[src/rtl/mcfg_pkg.sv]
// Shared types and helpers for the multi-channel frame generator.
// Latency: n/a (types, constants and a constant function only).
// Backpressure: n/a.
package mcfg_pkg;

    // Run-control states
    typedef enum logic [1:0] {
        ST_IDLE = 2'd0,
        ST_RUN  = 2'd1,
        ST_DONE = 2'd2,
        ST_ERR  = 2'd3
    } state_t;

    // Default widths
    localparam int N_CH_DEF     = 4;
    localparam int N_CH_MAX     = 16;
    localparam int PERIOD_W_DEF = 32;
    localparam int CNT_W_DEF    = 8;

    // Minimum legal period length in clocks
    localparam int PERIOD_MIN   = 2;

    // LSB position of channel 'ch' inside a packed per-channel bus of 'width'-bit fields
    function automatic int ch_lsb(input int ch, input int width);
        return ch * width;
    endfunction

endpackage

[src/rtl/mcfg_ch_cmp.sv]
// One channel: latches its offset/width at run start and drives a registered pulse while the shared counter sits in [offset, offset+width).
// Latency: 1 clock from counter value to o_pulse.
// Backpressure: none; i_en low forces the next output low.
module mcfg_ch_cmp #(
    parameter int PERIOD_W = 32
) (
    input  logic                i_clk,
    input  logic                i_rst_n,
    input  logic                i_latch,
    input  logic [PERIOD_W-1:0] i_start_off,
    input  logic [PERIOD_W-1:0] i_width,
    input  logic [PERIOD_W-1:0] i_cnt,
    input  logic                i_en,
    output logic                o_pulse
);

    logic [PERIOD_W-1:0] r_off;
    logic [PERIOD_W:0]   r_end;   // one extra bit so offset+width never wraps
    logic                r_pulse;
    logic                w_hit;

    // Window compare. Zero width gives r_end == r_off, so it never hits.
    // The counter never exceeds period-1, which clips the window at period end
    // and makes an offset at or beyond the period unreachable.
    assign w_hit = (i_cnt >= r_off) && ({1'b0, i_cnt} < r_end);

    // Capture this channel's window once per accepted start
    always_ff @(posedge i_clk or negedge i_rst_n) begin
        if (!i_rst_n) begin
            r_off <= '0;
            r_end <= '0;
        end else if (i_latch) begin
            r_off <= i_start_off;
            r_end <= {1'b0, i_start_off} + {1'b0, i_width};
        end
    end

    // Registered pulse output
    always_ff @(posedge i_clk or negedge i_rst_n) begin
        if (!i_rst_n) begin
            r_pulse <= 1'b0;
        end else begin
            r_pulse <= i_en & w_hit;
        end
    end

    assign o_pulse = r_pulse;

endmodule

[src/rtl/multi_ch_frame_gen.sv]
// N_CH gated pulse trains sharing one period counter; runs cnt_nums periods per start edge then raises sticky done. Optional macro: MCFG_CONTINUOUS_EN (cnt_nums==0 runs until stop).
// Latency: busy/frame_idx 1 clock after the sampled start edge; ref_signal 1 clock after the counter value it reflects.
// Backpressure: none; stop aborts a run on the next clock, start edges during a run are ignored.
module multi_ch_frame_gen
    import mcfg_pkg::*;
#(
    parameter int N_CH     = N_CH_DEF,
    parameter int PERIOD_W = PERIOD_W_DEF,
    parameter int CNT_W    = CNT_W_DEF
) (
    input  logic                       ref_clk_200m,
    input  logic                       reset_n,
    input  logic                       start,
    input  logic                       stop,
    input  logic [CNT_W-1:0]           cnt_nums,
    input  logic [PERIOD_W-1:0]        sig_period,
    input  logic [N_CH*PERIOD_W-1:0]   sig_start,
    input  logic [N_CH*PERIOD_W-1:0]   duty_cycle,
    output logic [N_CH-1:0]            ref_signal,
    output logic [CNT_W-1:0]           frame_idx,
    output logic                       busy,
    output logic                       done,
    output logic                       cfg_err
);

    localparam logic [PERIOD_W-1:0] ONE_P = PERIOD_W'(1);
    localparam logic [PERIOD_W-1:0] MIN_P = PERIOD_W'(PERIOD_MIN);
    localparam logic [CNT_W-1:0]    ONE_C = CNT_W'(1);

    state_t              r_state;
    state_t              w_state_nxt;
    logic                r_start_d;
    logic [PERIOD_W-1:0] r_cnt;
    logic [PERIOD_W-1:0] r_period_m1;
    logic [CNT_W-1:0]    r_frame_idx;
    logic [CNT_W-1:0]    r_cnt_nums;

    logic                w_edge;
    logic                w_accept;
    logic                w_nums_ok;
    logic                w_cfg_ok;
    logic                w_latch;
    logic                w_period_end;
    logic                w_last_frame;
    logic                w_run_hold;

    // A start edge is only meaningful outside RUN, and stop wins over it
    assign w_edge   = start & ~r_start_d;
    assign w_accept = w_edge & ~stop & (r_state != ST_RUN);

`ifdef MCFG_CONTINUOUS_EN
    // cnt_nums == 0 selects an endless run
    assign w_nums_ok    = 1'b1;
    assign w_last_frame = (r_cnt_nums != '0) && (r_frame_idx == (r_cnt_nums - ONE_C));
`else
    assign w_nums_ok    = (cnt_nums != '0);
    assign w_last_frame = (r_frame_idx == (r_cnt_nums - ONE_C));
`endif

    assign w_cfg_ok     = (sig_period >= MIN_P) && w_nums_ok;
    assign w_latch      = w_accept & w_cfg_ok;
    assign w_period_end = (r_cnt == r_period_m1);

    // Channels only produce a pulse when the run continues into the next clock;
    // this suppresses the final-compare tail on completion and on abort.
    assign w_run_hold   = (r_state == ST_RUN) && (w_state_nxt == ST_RUN);

    // Start-edge history register
    always_ff @(posedge ref_clk_200m or negedge reset_n) begin
        if (!reset_n) begin
            r_start_d <= 1'b0;
        end else begin
            r_start_d <= start;
        end
    end

    // FSM state register
    always_ff @(posedge ref_clk_200m or negedge reset_n) begin
        if (!reset_n) begin
            r_state <= ST_IDLE;
        end else begin
            r_state <= w_state_nxt;
        end
    end

    // FSM next-state: launch/reject on start edge, finish after last period, abort on stop
    always_comb begin
        w_state_nxt = r_state;
        case (r_state)
            ST_IDLE, ST_DONE, ST_ERR: begin
                if (w_accept) begin
                    w_state_nxt = w_cfg_ok ? ST_RUN : ST_ERR;
                end
            end
            ST_RUN: begin
                if (stop) begin
                    w_state_nxt = ST_IDLE;
                end else if (w_period_end && w_last_frame) begin
                    w_state_nxt = ST_DONE;
                end
            end
            default: w_state_nxt = ST_IDLE;
        endcase
    end

    // Latch run configuration on an accepted start; period-1 is computed once here
    always_ff @(posedge ref_clk_200m or negedge reset_n) begin
        if (!reset_n) begin
            r_period_m1 <= '0;
            r_cnt_nums  <= '0;
        end else if (w_latch) begin
            r_period_m1 <= sig_period - ONE_P;
            r_cnt_nums  <= cnt_nums;
        end
    end

    // Period counter and frame index; frame_idx wraps naturally at 2^CNT_W
    always_ff @(posedge ref_clk_200m or negedge reset_n) begin
        if (!reset_n) begin
            r_cnt       <= '0;
            r_frame_idx <= '0;
        end else if (w_latch) begin
            r_cnt       <= '0;
            r_frame_idx <= '0;
        end else if (w_run_hold) begin
            if (w_period_end) begin
                r_cnt       <= '0;
                r_frame_idx <= r_frame_idx + ONE_C;
            end else begin
                r_cnt       <= r_cnt + ONE_P;
            end
        end
    end

    // Per-channel window comparators
    for (genvar gi = 0; gi < N_CH; gi++) begin : g_ch
        mcfg_ch_cmp #(
            .PERIOD_W (PERIOD_W)
        ) u_ch (
            .i_clk       (ref_clk_200m),
            .i_rst_n     (reset_n),
            .i_latch     (w_latch),
            .i_start_off (sig_start[ch_lsb(gi, PERIOD_W) +: PERIOD_W]),
            .i_width     (duty_cycle[ch_lsb(gi, PERIOD_W) +: PERIOD_W]),
            .i_cnt       (r_cnt),
            .i_en        (w_run_hold),
            .o_pulse     (ref_signal[gi])
        );
    end

    // Status outputs decode directly from the registered state
    assign busy      = (r_state == ST_RUN);
    assign done      = (r_state == ST_DONE);
    assign cfg_err   = (r_state == ST_ERR);
    assign frame_idx = r_frame_idx;

endmodule

[config.mk]
export PLATFORM = sky130hd
export DESIGN_NAME = multi_ch_frame_gen
export DESIGN_NICKNAME = d
export VERILOG_FILES = /design/src/rtl/mcfg_pkg.sv /design/src/rtl/mcfg_ch_cmp.sv /design/src/rtl/multi_ch_frame_gen.sv
export SDC_FILE = /design/constraint.sdc
export NUM_CORES = 1
export LEC_CHECK = 0
export CAP_MARGIN = 40
export CORE_MARGIN = 1.5
export CORE_UTILIZATION = 35
export DETAILED_ROUTE_END_ITERATION = 12
export SLEW_MARGIN = 20
export SYNTH_ARGS = -nofsm -noshare
export SYNTH_HDL_FRONTEND = slang
export SYNTH_SLANG_ARGS = --single-unit
[constraint.sdc]
create_clock -name ref_clk_200m -period 2.6 [get_ports ref_clk_200m]
set_clock_uncertainty 0.05 [all_clocks]
set_input_delay 0.39 -clock ref_clk_200m [delete_from_list [all_inputs] [get_ports ref_clk_200m]]
set_output_delay 0.39 -clock ref_clk_200m [all_outputs]
set_load 0.02 [all_outputs]
==> Word-level counts from Yosys, hierarchy flattened <==
Cells that the tools add are included.
{ "op_classes": {"n_addsub": 8, "order_cmp": 9, "eq_ne": 7, "muxes": 11, "bitwise_logic": 10, "n_reduce_logical": 13} }
{ "op_table": {"columns": ["operator", "count"], "rows": [
  ["adder 32 x 32 -> 33 bit", 4],
  ["less-than comparator 32 x 33 -> 1 bit", 4],
  ["greater-or-equal comparator 32 bit", 4],
  ["2-to-1 mux 32 bit", 3],
  ["adder 32 x 1 -> 32 bit, second input constant", 1],
  ["equality test 32 bit", 1],
  ["greater-or-equal comparator 32 x 2 -> 1 bit, second input constant", 1],
  ["subtractor 32 x 1 -> 32 bit, second input constant", 1],
  ["2-to-1 mux 8 bit", 3],
  ["adder 8 x 1 -> 8 bit, second input constant", 1],
  ["bitwise AND 1 bit", 8],
  ["equality test 8 bit", 1],
  ["2-to-1 mux 2 bit", 4],
  ["nonzero test 8 bit", 1],
  ["subtractor 8 x 1 -> 8 bit, second input constant", 1],
  ["logical AND 1 bit", 7],
  ["equality test 2 x 1 -> 1 bit, second input constant", 2],
  ["equality test 2 bit, second input constant", 2],
  ["case mux 2 bit (2 select lines)", 1],
  ["nonzero test 2 bit", 2],
  ["OR reduction 3 bit", 1],
  ["zero test 2 bit", 1],
  ["inequality test 2 x 1 -> 1 bit, second input constant", 1],
  ["NOT 1 bit", 2],
  ["AND reduction 2 bit", 1]
]} }
{ "word_totals": {"ff_bits": 347, "inputBits": 300, "output_inout_bits": 15, "word_cells": 76} }

==> Depth between registers and ports, before layout <==
{ "depth": {"word_depth": 10, "mapped_depth": 13, "ltp_nobuf": 13} }

==> Cells and area by module <==
From an unflattened synthesis, not the netlist that was laid out.
{ "hier_totals": {"cells_unflattened": 3351, "hier_area_um2": 28367.2} }
{ "modules_own_cells": {"columns": ["mod", "instances", "cells_per_inst", "area_each_um2", "seq_area_each_um2"], "rows": [
  ["mcfg_ch_cmp (g_ch[0].u_ch ...)", 3, 695, 5829.3, 1651.6],
  ["mcfg_ch_cmp (g_ch[1].u_ch)", 1, 699, 5886.9, 1651.6],
  ["multi_ch_frame_gen", 1, 567, 4992.3, 2077.0]
]} }

==> Least setup slack after synthesis <==
No wires, ideal clock.
{ "synth_path": {"kind": "input -> register", "startpoint": "input port sig_start[32]", "endpoint": "register g_ch[1].u_ch.r_end[30]", "setup_time_ns": 0.095, "arrival_time_ns": 2.930, "slack_ns": -0.476, "stages": 13, "path_cell_list": "ha_1 inv_1 fa_1 nor2b_1 o21ai_0 a21oi_1 o2111ai_1 a2111oi_0 o221ai_1 a21oi_1 a31o_2 a211oi_1 o31ai_1"} }
{ "synth_between": {"elab_chain_len": 1} }
{ "synth_lines": {"columns": ["element", "line", "source"], "rows": [
  ["from (decl)", "multi_ch_frame_gen.sv:17", "input logic [N_CH*PERIOD_W-1:0] sig_start,"],
  ["adder 32 x 32 -> 33 bit", "mcfg_ch_cmp.sv:34", "r_end <= {1'b0, i_start_off} + {1'b0, i_width};"],
  ["to (signal assigned)", "mcfg_ch_cmp.sv:34", null],
  ["to (decl)", "mcfg_ch_cmp.sv:18", "logic [PERIOD_W:0] r_end;"]
]} }
No other way between the ends.
A chain may end at the register's enable or synchronous reset.

==> Worst setup path in the final report <==
{ "layout_path": {"startpoint": "register r_cnt[17]", "endpoint": "register g_ch[2].u_ch.r_pulse"} }
{ "layout_between": {"elab_chain_len": 8} }
{ "layout_lines": {"columns": ["element", "line", "source"], "rows": [
  ["from (decl)", "multi_ch_frame_gen.sv:33", "logic [PERIOD_W-1:0] r_cnt;"],
  ["from (signal assigned)", "multi_ch_frame_gen.sv:130", "r_cnt <= r_cnt + ONE_P;"],
  ["equality test 32 bit", "multi_ch_frame_gen.sv:62", "assign w_period_end = (r_cnt == r_period_m1);"],
  ["logical AND 1 bit", "multi_ch_frame_gen.sv:98", "end else if (w_period_end && w_last_frame) begin"],
  ["2-to-1 mux 2 bit", "multi_ch_frame_gen.sv:98", null],
  ["2-to-1 mux 2 bit", "multi_ch_frame_gen.sv:96", "if (stop) begin"],
  ["case mux 2 bit (2 select lines)", "multi_ch_frame_gen.sv:89", "case (r_state)"],
  ["equality test 2 x 1 -> 1 bit", "multi_ch_frame_gen.sv:66", "assign w_run_hold = (r_state == ST_RUN) && (w_state_nxt == ST_RUN);"],
  ["logical AND 1 bit", "multi_ch_frame_gen.sv:66", null],
  ["bitwise AND 1 bit (*)", "mcfg_ch_cmp.sv:43", "r_pulse <= i_en & w_hit;"],
  ["to (signal assigned)", "mcfg_ch_cmp.sv:43", null],
  ["to (decl)", "mcfg_ch_cmp.sv:19", "logic r_pulse;"]
]} }
Every way passes the cells marked *; elsewhere a longest branch is shown, timed or not.

==> results.ini <==
[min_path]
hp-class = in -> reg

[critical_path]
crit_arrival_ps = 3240
cp_max_fo = 3
max_stage_delay_ps = 420
crit_family = compound AO/OA/AOI/OAI gates
crit_slowest_cell = dfrtp_2
crit_top_cell = a21o_1
startpoint_type = flop
cp_cell_sequence = buf_12, ha_4, a21o_1, a21o_1, a21o_1, a21o_1, a21o_1, a21o_1, a221o_1, a2111oi_4, o31a_1, a211oi_2
cp-end-kind = flop
worst-path-buf-inv = 1
cp.required_ps = 3010
critPathKind = reg -> reg

[route]
vias_per_cell = 5.066
drt_pass1_iterations = 5
ant_nets = 0
vias = 25650
routed_wl_microns = 95430
first_iter_violations = 1520
drc_errors = 0
wl_per_cell_microns = 18.85

[global_routing]
grt_use_total_pct = 23.92
met2_usage_pct = 40.37
use_met3_pct = 2.776
grt_max_degree = 67
grt_busiest_layer = met2
grt.overflow.total = 0
grt_pass1_vias = 25830
grt_use_met1_pct = 31.87
grt_pass1_wl_microns = 143900
antenna_found_initial = 1

[final_layout]
final_cells = 5064
fin_util_pct = 53.54
nets = 4745
area_growth_syn_to_layout_pct = 51.61
drive_above_1_share_pct = 26.90
post-route-cell-area_sq_um = 39790

[clock_network]
numCtsBuffers = 45
tritoncts = done
insertion_delay_ps = 590
root_buffer = clkbuf_16
clock_sinks = 347
cts_max_level = 2
cts_buffer_depth = 3
clk_pin_slew_ps = 60

[power]
p_leak_nw = 20.05
internal-power_mw = 15.82
vdd_ir_drop_max_mv = 0.4508
switchingPower_mw = 8.429
switching_share_pct = 34.76
clkPwrFrac_pct = 26.5
power_density_nw_per_um2 = 609.5
combPwrFrac_pct = 40.6
seqPwrFrac_pct = 32.9

[logic_synthesis]
synth_fp_nets = 3770
synth_seq_area_share_pct = 33.09
ys_ff_latch = 347
ys_warn_count = 0
netlist_instances = 3081
synth_ff_type = dfrtp_1
synth_edf_count = 0
async_flop_share_pct = 100.0
syn_avg_cell_area_sq_um = 8.518
synth_cell_types = 73
netlist_area_sq_um = 26240

[sta]
rsz0062_at_grt = yes
final_hold_viol_count = 0
clock.fmax_ghz = 0.3530
setup_viol = 39
slew_headroom_pct = 60.00
worst_pin_slew_ps = 593.8
fin_crit_sh_pct = 109.0
fin_tns_setup_ps = -3946
finalWorstSetupSlack_ps = -232.9
slew_violations = 0
period_minus_slack_ps = 2833

[placement]
gp_congestion = 0.8835
placedCellCount = 4895
pre_cts_slack_ps = -1046
dp.final_hpwl_microns = 72300
placed_area_sq_um = 35540
io_buffers = 314

[floorplanning]
design.core.area_sq_um = 74320
dieHeight_microns = 276.8
initial_core_util_pct = 35.31
row_count = 100
io_pins = 315
die_area_sq_um = 76630
die_w_microns = 276.8

[job]
maxCapViolations = 0

[run_status]
failed_checks = setup timing
status = finished, violations left

routing by layer:
layer / vias up / wire (microns)
li1: 12770 / -
met1: 12100 / 43670
met2: 635 / 44650
met3: 144 / 4082
met4: 0 / 3037
met5: - / 0
cell type report:
cell class,instances,area [sq um]
clock inverter,18,198.9
tap,969,1212
timing repair buffer,1014,9203
inverter,309,1167
antenna,2,5.005
multi-input combinational,2339,18000
sequential,347,8695
fill,6852,34530
clock buffer,66,1308
path summary, 6_finish.rpt:
check / from / end / slack (ps) / cells after the start
min in group asynchronous: reset_n / g_ch[2].u_ch.r_end[6] / 310 / 2
worst max register to register: r_cnt[17] / g_ch[2].u_ch.o_pulse / -230 / 12
worst min-delay path: sig_start[2] / g_ch[0].u_ch.r_off[2] / 50 / 3
max in group asynchronous: reset_n / g_ch[3].u_ch.r_end[26] / 1450 / 3
worst min register to register: g_ch[0].u_ch.r_end[9] / g_ch[0].u_ch.r_end[9] / 430 / 2
worst max-delay path: r_cnt[17] / g_ch[2].u_ch.o_pulse / -230 / 12
cells in the final DEF, fill, tap and decap left out, types with 71 or more instances in the layout:
cell	n
a21o_1	146
a21oi_1	121
buf_4	622
clkdlybuf4s50_1	174
dfrtp_1	338
dlymetal6s2s_1	71
ha_1	318
inv_1	296
nand2_1	403
nor2_1	115
o21ai_0	178
o21ai_1	195
xnor2_1	88
xor2_1	89
state kept, by name, indices dropped and copies added, names as in the netlist:
register           cells
g_ch.u_ch.r_end      132
g_ch.u_ch.r_off      128
r_cnt                 32
r_state                2
r_cnt_nums             8
g_ch.u_ch.o_pulse      4
r_period_m1           32
frame_idx              8
r_start_d              1
per-stage QoR:
step | hold slack [ps] | power (mW)
3_5_place_dp | 306.5 | 16.91
6_report | 54.42 | 24.25
3_3_place_gp | 309.1 | 16.72
4_1_cts | 55.07 | 24.00
5_1_grt | 57.79 | 26.00
2_1_floorplan | 44.41 | 13.29
worst min-delay path: cells and delay by family:
family,cells,cell delay [ps]
buf+inv,1,110
compound gates,1,60
simple gates,1,70
Yosys cell counts (all sizes together), types with 13 or more instances:
library cell,instances,area (sq um)
a211oi,22,165.2
a21o,147,1104
a21oi,161,805.8
a31oi,17,106.4
and3,20,125.1
buf,33,191.4
clkbuf,56,210.2
dfrtp,347,8683
ha,385,4817
inv,308,1156
nand2,414,1562
nand2b,48,300.3
nand3,43,215.2
nand4,53,331.6
nor2,122,457.9
nor2b,32,200.2
nor3,36,180.2
nor4,23,143.9
o211ai,18,135.1
o21a,24,180.2
o21ai,402,2016
o21bai,14,105.1
o31ai,30,225.2
or3,13,86.33
xnor2,90,788.3
xor2,89,779.5
power by group through the flow:
stage	clock network, mW	logic, mW	registers (mW)
finish	6.42	9.86	7.98
global placement	0	8.72	8.00
floorplan	0	5.46	7.83
detailed placement	0	8.88	8.03
CTS	6.54	9.51	7.96
global route	6.73	11.1	8.17
timing repair:
action                                  in CTS  in global routing
pin swaps                                  149                187
setup buffers                               47                 35
endpoints found under the hold margin       38                  0
hold buffers                                 1                  0
endpoints found under the setup margin     205                297
gates resized for setup                    301                278
gates cloned                                 7                  8
cells by family after synthesis:
logic type / Yosys count / synth area share [%]
mux: 2 / 0.08105
buf+inv: 398 / 5.955
compound gates: 904 / 20.86
xor+xnor: 179 / 5.974
simple gates: 862 / 15.39
fa+ha+maj: 389 / 18.66
flops: 347 / 33.09
(Power assumes the default switching activity.)
